<file path="config.mk">
export PLATFORM = sky130hd
export DESIGN_NAME = sample_reader
export DESIGN_NICKNAME = d
export VERILOG_FILES = /design/src/rtl/sample_reader.sv
export SDC_FILE = /design/constraint.sdc
export NUM_CORES = 1
export LEC_CHECK = 0
export ABC_CLOCK_PERIOD_IN_PS = 3060
export CAP_MARGIN = 10
export CORE_MARGIN = 5
export CORE_UTILIZATION = 50
export CTS_CLUSTER_DIAMETER = 30
export DETAILED_ROUTE_END_ITERATION = 10
export PLACE_DENSITY = 0.75
export SYNTH_ARGS = -nofsm -noshare
export SYNTH_HDL_FRONTEND = slang
export SYNTH_SLANG_ARGS = --single-unit
</file>
<file path="constraint.sdc">
create_clock -name clk_50mhz -period 3.06 [get_ports clk_50mhz]
set_input_delay 0.612 -clock clk_50mhz [delete_from_list [all_inputs] [get_ports clk_50mhz]]
set_output_delay 0.612 -clock clk_50mhz [all_outputs]
set_load 0.05 [all_outputs]
</file>
<file path="src/rtl/sample_reader.sv">
`timescale 1ns / 1ps
// -----------------------------------------------------------------------------
// sample_reader
//
// Streams a finished capture out of the sample memory over the shared UART
// transmitter. A rising edge on activate starts a packet of the form
//   HEADER, mem[start_addr], mem[start_addr+1], ..., checksum
// where checksum is the 8-bit sum of the samples only. The address wraps
// modulo 2^ADDR_WIDTH. done is held high until activate is released.
//
// Ports:
//   clk_50mhz    system clock
//   reset        asynchronous active-low reset
//   activate     level from the state watcher; rising edge starts a packet
//   done         packet complete; held until activate drops
//   start_addr   first sample address (latched at start)
//   sample_count number of samples, 0..2^ADDR_WIDTH (latched at start)
//   mem_addr     sample memory read address
//   mem_oe       sample memory output enable (high only while fetching)
//   mem_data     sample memory read data (asynchronous read)
//   tx_data      byte presented to uart_tx
//   tx_start     one-cycle start pulse to uart_tx
//   tx_active    uart_tx busy
//   tx_done      uart_tx one-cycle completion pulse
//   busy         high in every state except IDLE and DONE
// -----------------------------------------------------------------------------
module sample_reader #(
  parameter int unsigned ADDR_WIDTH = 8,
  parameter int unsigned DATA_WIDTH = 8,
  parameter logic [7:0]  HEADER     = 8'hA5
) (
  input  logic                  clk_50mhz,
  input  logic                  reset,
  input  logic                  activate,
  output logic                  done,
  input  logic [ADDR_WIDTH-1:0] start_addr,
  input  logic [ADDR_WIDTH:0]   sample_count,
  output logic [ADDR_WIDTH-1:0] mem_addr,
  output logic                  mem_oe,
  input  logic [DATA_WIDTH-1:0] mem_data,
  output logic [7:0]            tx_data,
  output logic                  tx_start,
  input  logic                  tx_active,
  input  logic                  tx_done,
  output logic                  busy
);

  typedef enum logic [3:0] {
    ST_IDLE,
    ST_SEND_HDR,
    ST_WAIT_HDR,
    ST_FETCH,
    ST_SEND_SMP,
    ST_WAIT_SMP,
    ST_SEND_SUM,
    ST_WAIT_SUM,
    ST_DONE
  } state_t;

  state_t                state_q, state_d;
  logic                  act_q, act_d;
  logic                  abort_q, abort_d;
  logic [ADDR_WIDTH-1:0] addr_q, addr_d;
  logic [ADDR_WIDTH:0]   remaining_q, remaining_d;
  logic [7:0]            checksum_q, checksum_d;
  logic [DATA_WIDTH-1:0] sample_q, sample_d;
  logic [ADDR_WIDTH-1:0] mem_addr_q, mem_addr_d;
  logic                  mem_oe_q, mem_oe_d;
  logic [7:0]            tx_data_q, tx_data_d;
  logic                  tx_start_q, tx_start_d;

  logic start;
  logic dropped;

  // Edge against the registered copy of activate. act_q resets to 1 so that a
  // level already high when reset releases is not mistaken for a new edge.
  assign start   = activate && !act_q;
  // Once activate has fallen mid-packet the packet is abandoned; the sticky
  // flag remembers a short low glitch until the in-flight byte finishes.
  assign dropped = abort_q || !activate;

  assign busy     = (state_q != ST_IDLE) && (state_q != ST_DONE);
  assign done     = (state_q == ST_DONE);
  assign mem_addr = mem_addr_q;
  assign mem_oe   = mem_oe_q;
  assign tx_data  = tx_data_q;
  assign tx_start = tx_start_q;

  always_comb begin
    // NOTE: every signal written here gets a default first, so no path can
    // leave one unassigned and infer a latch.
    state_d     = state_q;
    act_d       = activate;
    abort_d     = abort_q || (busy && !activate);
    addr_d      = addr_q;
    remaining_d = remaining_q;
    checksum_d  = checksum_q;
    sample_d    = sample_q;
    mem_addr_d  = mem_addr_q;
    mem_oe_d    = 1'b0;
    tx_data_d   = tx_data_q;
    tx_start_d  = 1'b0;

    unique case (state_q)
      ST_IDLE: begin
        abort_d = 1'b0;
        if (start) begin
          addr_d      = start_addr;
          remaining_d = sample_count;
          checksum_d  = '0;
          state_d     = ST_SEND_HDR;
        end
      end

      ST_SEND_HDR: begin
        if (dropped) begin
          state_d = ST_IDLE;
        end else if (!tx_active) begin
          tx_data_d  = HEADER;
          tx_start_d = 1'b1;
          state_d    = ST_WAIT_HDR;
        end
      end

      ST_WAIT_HDR, ST_WAIT_SMP: begin
        if (tx_done) begin
          if (dropped) begin
            state_d = ST_IDLE;
          end else if (remaining_q != '0) begin
            // Address and enable are registered here so they are valid for
            // the whole FETCH cycle.
            mem_addr_d = addr_q;
            mem_oe_d   = 1'b1;
            state_d    = ST_FETCH;
          end else begin
            state_d = ST_SEND_SUM;
          end
        end
      end

      ST_FETCH: begin
        sample_d = mem_data;
        state_d  = ST_SEND_SMP;
      end

      ST_SEND_SMP: begin
        if (dropped) begin
          state_d = ST_IDLE;
        end else if (!tx_active) begin
          tx_data_d   = 8'(sample_q);
          tx_start_d  = 1'b1;
          checksum_d  = checksum_q + 8'(sample_q);
          addr_d      = addr_q + ADDR_WIDTH'(1);
          remaining_d = remaining_q - (ADDR_WIDTH + 1)'(1);
          state_d     = ST_WAIT_SMP;
        end
      end

      ST_SEND_SUM: begin
        if (dropped) begin
          state_d = ST_IDLE;
        end else if (!tx_active) begin
          tx_data_d  = checksum_q;
          tx_start_d = 1'b1;
          state_d    = ST_WAIT_SUM;
        end
      end

      ST_WAIT_SUM: begin
        if (tx_done) begin
          state_d = dropped ? ST_IDLE : ST_DONE;
        end
      end

      ST_DONE: begin
        if (!activate) begin
          state_d = ST_IDLE;
        end
      end

      default: state_d = ST_IDLE;
    endcase
  end

  // NOTE: sequential state uses non-blocking assignments so every register
  // samples the values from before the edge, independent of statement order.
  always_ff @(posedge clk_50mhz or negedge reset) begin
    if (!reset) begin
      state_q     <= ST_IDLE;
      act_q       <= 1'b1;
      abort_q     <= 1'b0;
      addr_q      <= '0;
      remaining_q <= '0;
      checksum_q  <= '0;
      sample_q    <= '0;
      mem_addr_q  <= '0;
      mem_oe_q    <= 1'b0;
      tx_data_q   <= '0;
      tx_start_q  <= 1'b0;
    end else begin
      state_q     <= state_d;
      act_q       <= act_d;
      abort_q     <= abort_d;
      addr_q      <= addr_d;
      remaining_q <= remaining_d;
      checksum_q  <= checksum_d;
      sample_q    <= sample_d;
      mem_addr_q  <= mem_addr_d;
      mem_oe_q    <= mem_oe_d;
      tx_data_q   <= tx_data_d;
      tx_start_q  <= tx_start_d;
    end
  end

endmodule

</file>
==> results.toml, run 1 <==
[setup_path]
endpoint_kind = "output port"
rrSetupSlack_ns = 0.62
startpoint_type = "flip-flop"
cp_max_fo = 15
cp.arrival_ns = 2.29
worstPathRequired_ns = 2.45
path_class = "flip-flop to output port"

[finish]
syn_to_final_growth_pct = 24.5
nets = 408
fin_area_um2 = 3830
n_antenna_cell = 0
n_fill_cell = 547
fin_util = 0.642
final_cells = 448
layout-drive-gt1-share = 0.145

[clock_network]
root_buffer = "clkbuf_8"
cts_buffers = 9
clk_latency_ns = 0.34
cts-resized-gates = 0
cts_hold_buf = 0
h-tree-depth = 3
post-cts-setup-buffers = 0
clk_path_buf_depth = 2
cts_tree = "built"
numClockSinks = 57
clk_pin_slew_ns = 0.07

[route]
drcViolationCount = 0
vias = 2588
wirelength_um = 7010
wl_per_cell_um = 15.7
final_antenna_net_count = 0
drtIter0Drc = 151
viasPerCell = 5.78
dr.pass1.iters = 5

[power]
cellLeakagePower_nw = 1.65
pwr_density_cell_nw_per_um2 = 1030
ir_drop_mv = 0.718

[floorplanning]
io-pin-count = 50
rows = 28
start_util = 0.516
fp.dieW_um = 88.4
die_area_um2 = 7810
fp.dieH_um = 88.4
core-area_um2 = 5960

[outcome]
status = "completed"

[sta]
fin_crit_sh = 0.947
post-route-min-period_ns = 2.90
grt_setup_unrepaired = "false"
setup_violations = 0
max_freq_mhz = 345
skew_ns = 0.00654
timing.setup.tns_ns = 0
tightest_slew_ns = 0.723
hold_violations = 0
maxSlewHeadroom = 0.515
slew_viol_final = 0
finalWorstSetupSlack_ns = 0.162

[placed_design]
dp_slack_ns = 0.486
place_inst = 432
postPlaceCellArea_um2 = 3610
place_hpwl_um = 4790
gp_congestion = 0.841
place.port_buffers = 49

[synthesis]
yosysWarnings = 0
postSynthCellCount = 319
ys_seq_elements = 57
synth_cell_types = 54
ys.flop_type = "dfrtp_1"
synth_edf_count = 0
syn_avg_cell_area_um2 = 9.63
async_flop_share = 1.00
yosysSeqAreaShare = 0.465
netlist_area_um2 = 3070
synth_fp_nets = 359

[worst_hold_path]
hold_class = "primary input to async pin"

[global_route]
grtUsageTotal = 0.201
grt_pass1_vias = 2630
overflow = 0
grt_max_degree = 40
grt_pass1_wl_um = 12100
antenna_found_initial = 0

[run]
cap_violations = 0
==> placed cells by master, fill, tap and decap left out, types with 9 or more instances in the layout <==
cell,netlist,final
clkbuf_8,0,9
nor2_1,29,29
nand3_1,12,12
nand2_1,32,32
o22ai_1,10,10
a21oi_1,25,25
o21ai_0,26,26
dfrtp_1,56,56
clkdlybuf4s50_1,0,48
mux2_2,17,17
ha_1,9,9
==> path summary, 6_finish.rpt <==
check,endpoint,cells past startpoint,startpoint
max in group asynchronous,state_q[0],2,reset
min,remaining_q[3],1,reset
min reg2reg,tx_data[0],2,tx_data[0]
max reg2reg,checksum_q[7],6,state_q[1]
min in group clk_50mhz,tx_data[0],2,tx_data[0]
max,done,3,state_q[0]
==> per-layer routing <==
| layer | wire, µm | part of all wire | GRT usage |
|---|---|---|---|
| met4 | 76 | 0.011 | 0.0618 |
| met3 | 417 | 0.059 | 0.0708 |
| met2 | 3490 | 0.50 | 0.340 |
| met5 | 0 | 0 | 0 |
| met1 | 3030 | 0.43 | 0.243 |
==> cells in the mapped netlist (2+ instances only) <==
cell | n | area share
nor2_1 | 29 | 0.035
nor3b_1 | 2 | 0.0049
nor2b_1 | 2 | 0.0041
mux2_2 | 17 | 0.062
nand2_1 | 32 | 0.039
nand2b_1 | 4 | 0.0081
clkbuf_1 | 8 | 0.0098
xnor2_1 | 3 | 0.0086
and3_1 | 2 | 0.0041
a211oi_1 | 3 | 0.0073
nand3b_1 | 2 | 0.0049
o31ai_2 | 5 | 0.020
or2_2 | 2 | 0.0041
a31oi_1 | 2 | 0.0041
nor3_1 | 6 | 0.0098
o22ai_1 | 10 | 0.020
nor3_2 | 2 | 0.0065
ha_1 | 9 | 0.037
o211ai_1 | 4 | 0.0098
o21ai_1 | 4 | 0.0065
o21ai_0 | 26 | 0.042
dfrtp_1 | 56 | 0.46
or3_1 | 2 | 0.0041
and2_1 | 3 | 0.0061
nand3_1 | 12 | 0.020
nor4_1 | 3 | 0.0061
a221oi_1 | 4 | 0.011
a21oi_1 | 25 | 0.041
a21o_1 | 2 | 0.0049
inv_1 | 7 | 0.0086
buf_2 | 6 | 0.0098
or4_1 | 3 | 0.0073
==> worst max-delay path, cell delays in order (launching register included) <==
cell,delay (ns)
dfrtp_1,0.52
nor3_1,0.41
and2_1,0.21
clkdlybuf4s50_1,0.80
==> flip-flops by register name (all words and copies together), names as in the netlist <==
signal / count
checksum_q: 8
abort_q: 1
remaining_q: 9
sample_q: 8
state_q: 4
mem_oe: 1
tx_start: 1
addr_q: 8
act_q: 1
tx_data: 8
mem_addr: 8
==> layout make-up <==
type,count,area (µm²),area share
clock buffers,11,131,0.0343
clock inverters,5,80.1,0.0209
inverters,7,26.3,0.00687
multi-input cells,239,1540,0.404
flip-flops and latches,57,1430,0.373
well taps,75,93.8,0.0245
repair buffers,54,523,0.137
==> kinds of logic after synthesis <==
| logic type | Yosys count | share of synthesized area |
|---|---|---|
| AND/OR/NAND/NOR | 112 | 0.184 |
| AO/OA/AOI/OAI | 95 | 0.198 |
| flip-flops | 57 | 0.465 |
| buffers and inverters | 23 | 0.0330 |
| multiplexers | 18 | 0.0656 |
| adder cells (fa/ha/maj) | 10 | 0.0432 |
| XOR/XNOR | 4 | 0.0114 |
==> through the flow <==
step                total power [W]  hold WS [ns]
floorplan                   0.00265         0.316
global placement            0.00313         0.465
detailed placement          0.00318         0.472
CTS                         0.00397         0.320
global route                0.00423         0.361
finish                      0.00394         0.310
==> power breakdown <==
part | internal, W | switching (W)
Clock | 0.000457 | 0.000307
Sequential | 0.00107 | 0.000321
Combinational | 0.000713 | 0.00107
Total | 0.00224 | 0.00170
(Power assumes the default switching activity.)
==> run 2: changes to the inputs <==
--- a/config.mk
+++ b/config.mk
@@ -9,9 +9,9 @@
 export CAP_MARGIN = 10
 export CORE_MARGIN = 5
 export CORE_UTILIZATION = 50
-export CTS_CLUSTER_DIAMETER = 30
+export CTS_CLUSTER_DIAMETER = 60
 export DETAILED_ROUTE_END_ITERATION = 10
-export PLACE_DENSITY = 0.75
+export PLACE_DENSITY = 0.72
 export SYNTH_ARGS = -nofsm -noshare
 export SYNTH_HDL_FRONTEND = slang
 export SYNTH_SLANG_ARGS = --single-unit
==> results.toml, run 2 (synthesis gave the netlist of run 1 again) <==
[outcome]
status = "completed"

[sta]
hold_violations = 0
post-route-min-period_ns = 2.89
maxSlewHeadroom = 0.300
fin_crit_sh = 0.944
skew_ns = 0.00590
timing.setup.tns_ns = 0
grt_setup_unrepaired = "false"
tightest_slew_ns = 1.05
finalWorstSetupSlack_ns = 0.171
max_freq_mhz = 346
setup_violations = 0
slew_viol_final = 0
hold_ws_ns = 0.461

[setup_path]
endpoint_kind = "output port"
cp_num_buf_inv = 1
startpoint_type = "flip-flop"
worstSetupPathDepth = 3
cp.arrival_ns = 2.28
slowest_delay_ns = 0.81
path_class = "flip-flop to output port"
reg2regPathDepth = 5
worstPathRequired_ns = 2.45
cp_max_fo = 15
slowest_stage = "clkdlybuf4s50_1"
crit_chain = "nor3_1 > and2_1 > clkdlybuf4s50_1"
cpLargestDelayFamily = "buffers and inverters"

[route]
dr.pass1.iters = 4
wl_per_cell_um = 15.5
final_antenna_net_count = 0
wirelength_um = 6910
viasPerCell = 5.74
drcViolationCount = 0
drtIter0Drc = 175
vias = 2568

[run]
cap_violations = 0

[finish]
n_antenna_cell = 0
layout_commonest_cell = "dfrtp_1"
layout-drive-gt1-share = 0.145
syn_to_final_growth_pct = 22.9
nets = 408
largest_register_ffs = 9
final_cell_mix = "56 x dfrtp_1, 48 x clkdlybuf4s50_1, 32 x nand2_1"
n_fill_cell = 520
fin_util = 0.634
largest-register = "remaining_q"

[floorplanning]
start_util = 0.516
fp.dieW_um = 88.4
core-area_um2 = 5960
die_area_um2 = 7810
io-pin-count = 50
rows = 28
fp.dieH_um = 88.4

[power]
pwr_density_cell_nw_per_um2 = 999
fin_total_pwr_w = 0.00377
ir_drop_mv = 0.559
cellLeakagePower_nw = 1.64

[clock_network]
post-cts-setup-buffers = 0
clk_pin_slew_ns = 0.06
cts_tree = "built"
numClockSinks = 57
root_buffer = "clkbuf_8"
cts_buffers = 9
clk_latency_ns = 0.34
clk_path_buf_depth = 2
cts_hold_buf = 0
h-tree-depth = 3
cts-resized-gates = 0

[global_route]
grtUsageTotal = 0.195
grt_pass1_wl_um = 11700
grt_max_degree = 48
grt_pass1_vias = 2545
antenna_found_initial = 0
overflow = 0

[placed_design]
dp_slack_ns = 0.495
place.port_buffers = 49
gp_congestion = 0.815
place_hpwl_um = 4710

[worst_hold_path]
hold_class = "primary input to async pin"
run 2: power by group:
group	internal [W]	leakage (nW)	switching, W
sequential	0.00107	0.712	0.000325
combinational	0.000711	0.839	0.00107
clock	0.000305	0.0887	0.000293
run 2: worst reg2reg max path: stages (launching register included):
cell	delay [ns]
dfrtp_1	0.52
or4b_4	0.81
o32ai_2	0.59
buf_4	0.28
o21ai_0	0.10
mux2i_1	0.13
run 2: worst paths after layout:
kind                                   to  slack (ns)        from
min reg2reg                    tx_data[0]        0.48  tx_data[0]
max                                  done        0.17  state_q[0]
max reg2reg                     addr_q[0]        0.56  state_q[0]
max in group asynchronous  remaining_q[2]        1.90       reset
min in group clk_50mhz         tx_data[0]        0.48  tx_data[0]
min                            tx_data[7]        0.46       reset
run 2: routing by layer:
layer	share of wire	vias up	wire (µm)	GRT usage
met3	0.049	10	338	0.0335
met4	0.015	0	106	0.0865
met2	0.48	67	3290	0.317
met1	0.46	1235	3180	0.256
li1	-	1256	-	-
met5	0	-	0	0
run 2: final cells by class:
type	instances	area [µm²]	share of cell area
tap	75	93.8	0.0249
clock inverter	4	20.0	0.00530
multi-input combinational	239	1540	0.409
clock buffer	11	141	0.0374
timing repair buffer	54	523	0.139
sequential	57	1430	0.378
inverter	7	26.3	0.00696
run 2: stage by stage:
stage	cells	area [µm²]
floorplan	319	3070
global placement	432	3610
detailed placement	432	3610
CTS	447	3780
global route	447	3780
finish	447	3780
==> run 3: changes to the inputs <==
--- a/config.mk
+++ b/config.mk
@@ -11,6 +11,7 @@
 export CORE_UTILIZATION = 50
 export CTS_CLUSTER_DIAMETER = 60
 export DETAILED_ROUTE_END_ITERATION = 10
+export GPL_ROUTABILITY_DRIVEN = 0
 export PLACE_DENSITY = 0.72
 export SYNTH_ARGS = -nofsm -noshare
 export SYNTH_HDL_FRONTEND = slang
==> constraint.sdc (replaced) <==
create_clock -name clk_50mhz -period 3.06 [get_ports clk_50mhz]
set_input_delay 0.918 -clock clk_50mhz [delete_from_list [all_inputs] [get_ports clk_50mhz]]
set_output_delay 0.918 -clock clk_50mhz [all_outputs]
set_load 0.05 [all_outputs]
==> results.toml, run 3 (synthesis gave the netlist of run 1 again) <==
[outcome]
status = "completed"

[sta]
timing.setup.tns_ns = 0
setup_violations = 0
tightest_slew_ns = 0.719
skew_ns = 0.0100
post-route-min-period_ns = 2.95
fin_crit_sh = 0.965
slew_viol_final = 0
hold_violations = 0
maxSlewHeadroom = 0.518
grt_setup_unrepaired = "false"
finalWorstSetupSlack_ns = 0.107
max_freq_mhz = 339

[clock_network]
numClockSinks = 57
cts_tree = "built"
cts_buffers = 9
cts-resized-gates = 0
post-cts-setup-buffers = 0
root_buffer = "clkbuf_8"
h-tree-depth = 3
cts_hold_buf = 0
clk_pin_slew_ns = 0.07
clk_latency_ns = 0.34
clk_path_buf_depth = 2

[power]
power_frac_seq = 0.349
cellLeakagePower_nw = 1.66
p_sw_frac = 0.429
p_switching_w = 0.00169
pwr_density_cell_nw_per_um2 = 1030
clkPwrFrac = 0.191
intPower_w = 0.00224
power_frac_comb = 0.460
ir_drop_mv = 0.486

[global_route]
grtUsageTotal = 0.192
antenna_found_initial = 0
grt_max_degree = 40
grt_pass1_vias = 2472
grt_pass1_wl_um = 11400
overflow = 0

[route]
wl_per_cell_um = 15.2
viasPerCell = 5.80
final_antenna_net_count = 0
drtIter0Drc = 133
drcViolationCount = 0
dr.pass1.iters = 4
vias = 2603
wirelength_um = 6840

[floorplanning]
io-pin-count = 50
start_util = 0.516
fp.dieH_um = 88.4
core-area_um2 = 5960
die_area_um2 = 7810
fp.dieW_um = 88.4
rows = 28

[setup_path]
cp_max_fo = 13
crit_chain = "nor3_1 > inv_1 > clkdlybuf4s50_1"
cp.arrival_ns = 2.03
slowest_delay_ns = 0.71
path_class = "flip-flop to output port"
endpoint_kind = "output port"
startpoint_type = "flip-flop"
worstPathRequired_ns = 2.14
slowest_stage = "clkdlybuf4s50_1"

[run]
cap_violations = 0

[finish]
regArea_um2 = 1430
n_fill_cell = 529
multiInputGateArea_um2 = 1540
final_cell_mix = "56 x dfrtp_1, 47 x clkdlybuf4s50_1, 32 x nand2_1"
nets = 409
largest-register = "remaining_q"
layout-drive-gt1-share = 0.152
syn_to_final_growth_pct = 24.6
largest_register_ffs = 9
layout_commonest_cell = "dfrtp_1"
n_antenna_cell = 0

[placed_design]
dp_slack_ns = 0.183
place_hpwl_um = 4750
place.port_buffers = 49

[worst_hold_path]
hold_class = "primary input to async pin"
[run 3: cell count changes in the layout (fill, tap and decap cells not counted), sizes merged]
cell,previous run,this run
buf,6,8
bufinv,0,2
clkbuf,11,10
clkdlybuf4s50,48,47
clkinv,4,3
clkinvlp,0,1
[run 3: routing by layer]
| metal | GRT usage | up-vias | share of wire |
|---|---|---|---|
| met2 | 0.311 | 82 | 0.47 |
| met4 | 0.0948 | 0 | 0.021 |
| met3 | 0.0354 | 9 | 0.056 |
| met5 | 0 | - | 0 |
| met1 | 0.247 | 1252 | 0.45 |
| li1 | - | 1260 | - |
[run 3: stage by stage]
stage,instance area [µm²],instances,hold slack [ns],power [W],utilization
global placement,3620,433,0.467,0.00315,0.608
detailed placement,3620,433,0.481,0.00319,0.608
floorplan,3070,319,0.468,0.00265,-
CTS,3830,449,0.433,0.00396,0.643
finish,3830,449,0.442,0.00393,0.643
global route,3830,449,0.450,0.00421,0.643
[run 3: power groups by stage]
stage	Clock, W	Sequential [W]	Combinational (W)
final	0.000751	0.00137	0.00181
after global routing	0.000798	0.00143	0.00198
after CTS	0.000765	0.00137	0.00182
after detailed placement	0	0.00138	0.00181
after global placement	0	0.00137	0.00178
after floorplan	0	0.00164	0.00101
[run 3: layout make-up]
cell class | count | share of cell area
Tap cell | 75 | 0.0245
Timing Repair Buffer | 55 | 0.138
Inverter | 7 | 0.00686
Sequential cell | 57 | 0.373
Clock inverter | 6 | 0.0216
Clock buffer | 10 | 0.0333
Multi-Input combinational cell | 239 | 0.403
[run 3: worst paths after layout]
kind	startpoint	to	slack [ns]	cells after the start
max	state_q[1]	busy	0.11	3
min in group clk_50mhz	tx_data[5]	tx_data[5]	0.50	2
max in group asynchronous	reset	state_q[1]	2.03	2
min	reset	remaining_q[6]	0.44	1
max reg2reg	state_q[1]	addr_q[0]	0.60	5
min reg2reg	tx_data[5]	tx_data[5]	0.50	2
[run 3: critical path, delay by kind of cell (launching register included)]
| family | cells | cell delay, ns |
|---|---|---|
| buf+inv | 2 | 0.79 |
| flops | 1 | 0.50 |
| simple gates | 1 | 0.41 |
